## src/rtl/mux_8x1_pkg.sv

```systemverilog
// mux_8x1_pkg: shared select width and select-code constants for the 8:1 selector
package mux_8x1_pkg;
    localparam int SEL_W = 3;
    localparam logic [SEL_W-1:0] SEL_X1 = 3'd0;
    localparam logic [SEL_W-1:0] SEL_X2 = 3'd1;
    localparam logic [SEL_W-1:0] SEL_X3 = 3'd2;
    localparam logic [SEL_W-1:0] SEL_X4 = 3'd3;
    localparam logic [SEL_W-1:0] SEL_X5 = 3'd4;
    localparam logic [SEL_W-1:0] SEL_X6 = 3'd5;
    localparam logic [SEL_W-1:0] SEL_X7 = 3'd6;
    localparam logic [SEL_W-1:0] SEL_X8 = 3'd7;
endpackage

```

## src/rtl/mux_8x1_core.sv

```systemverilog
// mux_8x1_core: purely combinational WIDTH-wide 8:1 case select
//   sel: 3-bit index, x1..x8: data inputs, y: selected data (X for unknown sel)
module mux_8x1_core
    import mux_8x1_pkg::*;
#(
    parameter int WIDTH = 1
) (
    input  logic [SEL_W-1:0] sel,
    input  logic [WIDTH-1:0] x1, x2, x3, x4, x5, x6, x7, x8,
    output logic [WIDTH-1:0] y
);
    always_comb begin
        case (sel)
            SEL_X1:  y = x1;
            SEL_X2:  y = x2;
            SEL_X3:  y = x3;
            SEL_X4:  y = x4;
            SEL_X5:  y = x5;
            SEL_X6:  y = x6;
            SEL_X7:  y = x7;
            SEL_X8:  y = x8;
            default: y = 'x;
        endcase
    end
endmodule

```

## src/rtl/mux_8x1.sv

```systemverilog
// mux_8x1: 8:1 selector with combinational output and registered copy
//   x1..x8 data, s1 (MSB) s2 s3 (LSB) select, y combinational result,
//   clk/rst (sync, active-high), y_q/sel_q registered result and select.
//   Define MUX_8X1_PARITY_EN to add y_par, registered even parity of y.
module mux_8x1
    import mux_8x1_pkg::*;
#(
    parameter int WIDTH = 1
) (
    input  logic [WIDTH-1:0] x1,
    input  logic [WIDTH-1:0] x2,
    input  logic [WIDTH-1:0] x3,
    input  logic [WIDTH-1:0] x4,
    input  logic [WIDTH-1:0] x5,
    input  logic [WIDTH-1:0] x6,
    input  logic [WIDTH-1:0] x7,
    input  logic [WIDTH-1:0] x8,
    input  logic             s1,
    input  logic             s2,
    input  logic             s3,
    output logic [WIDTH-1:0] y,
    input  logic             clk,
    input  logic             rst,
    output logic [WIDTH-1:0] y_q,
    output logic [SEL_W-1:0] sel_q
`ifdef MUX_8X1_PARITY_EN
    ,
    output logic             y_par
`endif
);
    logic [SEL_W-1:0] sel;
    assign sel = {s1, s2, s3};
    mux_8x1_core #(.WIDTH(WIDTH)) u_core (
        .sel(sel),
        .x1(x1), .x2(x2), .x3(x3), .x4(x4),
        .x5(x5), .x6(x6), .x7(x7), .x8(x8),
        .y(y)
    );
    always_ff @(posedge clk) begin
        if (rst) begin
            y_q   <= '0;
            sel_q <= '0;
        end else begin
            y_q   <= y;
            sel_q <= sel;
        end
    end
`ifdef MUX_8X1_PARITY_EN
    always_ff @(posedge clk) y_par <= rst ? 1'b0 : ^y;
`endif
endmodule

```

## config.mk

```make
export PLATFORM = sky130hd
export DESIGN_NAME = mux_8x1
export DESIGN_NICKNAME = d
export VERILOG_FILES = /design/src/rtl/mux_8x1_pkg.sv /design/src/rtl/mux_8x1_core.sv /design/src/rtl/mux_8x1.sv
export SDC_FILE = /design/constraint.sdc
export NUM_CORES = 1
export LEC_CHECK = 0
export BUFFER_PORTS_ARGS = -buffer_cell sky130_fd_sc_hd__buf_2
export CAP_MARGIN = 20
export CORE_AREA = 8 8 45 47
export DETAILED_ROUTE_END_ITERATION = 6
export DIE_AREA = 0 0 53 55
export SLEW_MARGIN = 20
export SYNTH_ARGS = -nofsm -noshare
export SYNTH_HDL_FRONTEND = slang
export SYNTH_SLANG_ARGS = --single-unit
```

## constraint.sdc

```tcl
create_clock -name clk -period 1 [get_ports clk]
set_input_delay 0.15 -clock clk [delete_from_list [all_inputs] [get_ports clk]]
set_output_delay 0.15 -clock clk [all_outputs]
set_load 0.01 [all_outputs]
```

==> flow_metrics.env <==
export IMPL_synth_compound_area_share_pct=0
export IMPL_synthAdderAreaFrac_pct=0
export IMPL_remaining_drc_errors=0
export IMPL_final_layout_size_suffix_gt1_share_pct=68.6
export IMPL_power_share_sequential_pct=36.1
export IMPL_violations="negative setup slack"
export IMPL_grt_antenna_before_repair=0
export IMPL_startpoint_type="input port"
export IMPL_detail_route_vias_per_cell=3.61
export IMPL_timing_setup_critical_path_class="in2out"
export IMPL_maxClockFrequency_mhz=850
export IMPL_start_util_pct=13.2
export IMPL_critical_path_endpoint_type="primary output"
export IMPL_drv_slew=0
export IMPL_worstPathArrival_ns=1.03
export IMPL_global_route_overflow_total=0
export IMPL_internal_power_mw=0.368
export IMPL_clkSlewWorstSetupHoldPaths_ns=0.04
export IMPL_gp_routability_congestion=0.623
export IMPL_total_power_consumption_mw=0.478
export IMPL_setup_violations_final=1
export IMPL_critical_path_max_fanout=5
export IMPL_period_utilization_pct=118
export IMPL_detailedRoute_firstPassIterationCount=1
export IMPL_power_clock_fraction_pct=42.4
export IMPL_power_ir_vdd_worst_v=0.000394
export IMPL_via_count_of_the_first_global_routing_pass=223
export IMPL_clock_tree_from_tritoncts="built"
export IMPL_p_sw_mw=0.110
export IMPL_ant_nets=0
export IMPL_swShare_pct=23.1
export IMPL_met3_routing_resource_usage_after_global_routing_pct=4.81
export IMPL_grt_util_met1_pct=4.73
export IMPL_ios=18
export IMPL_p_leak_nw=0.170
export IMPL_post_synth_top_area_cell="dfxtp_1"
export IMPL_synth_simple_gate_area_share_pct=13.7
export IMPL_cts_sink_count=4
export IMPL_root_buffer="clkbuf_4"
export IMPL_comb_power_share_pct=21.5
export IMPL_synth_top_cell_area_share_pct=43.8
export IMPL_setup_repair_after_global_routing_missed_its_margin="yes"
export IMPL_hp_class="in2reg"
export IMPL_wirelength_um=517
export IMPL_io_buffers=17
export IMPL_most_utilized_layer_in_the_global_route_result="met4"
export IMPL_antenna_cells=0
export IMPL_global_route_usage_total_pct=4.43
export IMPL_synth_seq_area_share_pct=43.8
export IMPL_finish_net_count=50
export IMPL_syn_avg_cell_area_um2=12.2
export IMPL_synth_cell_area_um2=183
export IMPL_clock_tree_htree_level_count=1
export IMPL_syn_inst=15
export IMPL_pin_slew_with_the_least_headroom_to_its_limit_ns=0.118
export IMPL_postSynthNetCount=28
export IMPL_die_area_um2=2920
export IMPL_synthesized_area_fraction_occupied_by_xor_and_xnor_cells_pct=0
export IMPL_grt_start_max_net_pins=6
export IMPL_fp_coreArea_um2=1380
export IMPL_dr_first_iter_drc_count=0
export IMPL_cts_made_buffers=3
export IMPL_finalWorstPathRequiredPeriod_ns=1.18
export IMPL_status="complete, but fails checks"
export IMPL_post_drt_wl_per_cell_um=10.1
export IMPL_maxCapViolations=0
export IMPL_yosys_cell_types_count=7
export IMPL_fp_row_count=14
export IMPL_hold_viol_final=0
export IMPL_route_vias_total=184
export IMPL_cellPowerDensity_nw_per_um2=1480
export IMPL_global_route_usage_met2_pct=3.91
export IMPL_synthMuxAreaShare_pct=34.2
export IMPL_fin_worst_setup_slack_ns=-0.177
export IMPL_yosys_register_bits=4
export IMPL_timing_slew_headroom_pct=91.9
export IMPL_chipWidth_um=53
export IMPL_synth_area_leaders="dfxtp_1 (44%), mux2i_1 (22%), mux4_2 (12%), nor2b_1 (10%), buf_6 (6.2%)"
export IMPL_die_height_um=55
export IMPL_setup_tns_ns=-0.177
export IMPL_ys_warn_count=0
export IMPL_global_route_wire_length_before_repair_um=855
export IMPL_worst_ep_required_time_ns=0.85
export IMPL_clock_path_buffers=2
export IMPL_synth_top_family_by_area="multiplexers"
export IMPL_areaGrowthSynthToFinish_pct=76.7
-- what timing repair did --
action,in CTS,in global routing
resized for setup,4,0
hold buffers,0,0
buffers inserted,1,0
setup endpoints to repair,1,1
-- layer usage --
metal  share of wire, %  wire length (um)
met1                 50               256
met2                 26               134
met5                  0                 0
met4                3.1                16
met3                 21               110
-- layout by cell type (no fill, tap or decap) --
cell       n
buf_4      1
nor2_2     1
buf_6      1
mux2i_1    4
mux4_2     1
buf_8      1
nor2b_1    3
inv_2      1
clkbuf_4   3
dfxtp_1    4
buf_2     15
-- sequential cells by signal, summed over array words and instances (netlist names) --
register,flops
y_q,1
sel_q,3
-- cells in the mapped netlist, drive strengths merged --
master	instances
inv	1
nor2b	3
nor2	1
mux4	1
buf	1
dfxtp	4
mux2i	4
-- path summary, 6_finish.rpt --
path / startpoint / endpoint / depth (start not counted)
max: s2 / y / 5
min: rst / y_q$_SDFF_PP0_ / 2
-- power groups by stage --
stage | registers (mW) | logic (mW) | clock network, mW
final | 0.173 | 0.103 | 0.203
after global routing | 0.173 | 0.113 | 0.225
after CTS | 0.173 | 0.104 | 0.213
after detailed placement | 0.175 | 0.0860 | 0
after global placement | 0.175 | 0.0854 | 0
after floorplan | 0.181 | 0.0408 | 0
-- final cells by class --
class	count	area, um2
Fill cell	146	1060
Sequential cell	4	80.1
Tap cell	16	20.0
Clock buffer	3	22.5
Inverter	1	3.75
Multi-Input combinational cell	9	87.6
Timing Repair Buffer	18	109
-- cells by family after synthesis --
family,Yosys count
muxes,5
DFF,4
and+or+nand+nor,4
buffers and inverters,2
-- critical path, stage by stage --
cell	delay (ns)
buf_8	0.11
mux2i_1	0.11
mux4_2	0.49
inv_2	0.07
buf_6	0.09
-- through the flow --
step           utilization (%)  cells  area [um2]  setup WS [ns]  hold WS, ns
3_3_place_gp              20.0     47         277         -0.259        0.361
3_5_place_dp              20.0     47         277         -0.259        0.364
4_1_cts                   23.3     51         323         -0.178        0.108
5_1_grt                   23.3     51         323         -0.217        0.116
2_1_floorplan                -     15         186        -0.0805        0.217
6_report                  23.3     51         323         -0.177        0.119
No activity file was read; power rests on OpenSTA's default activity.
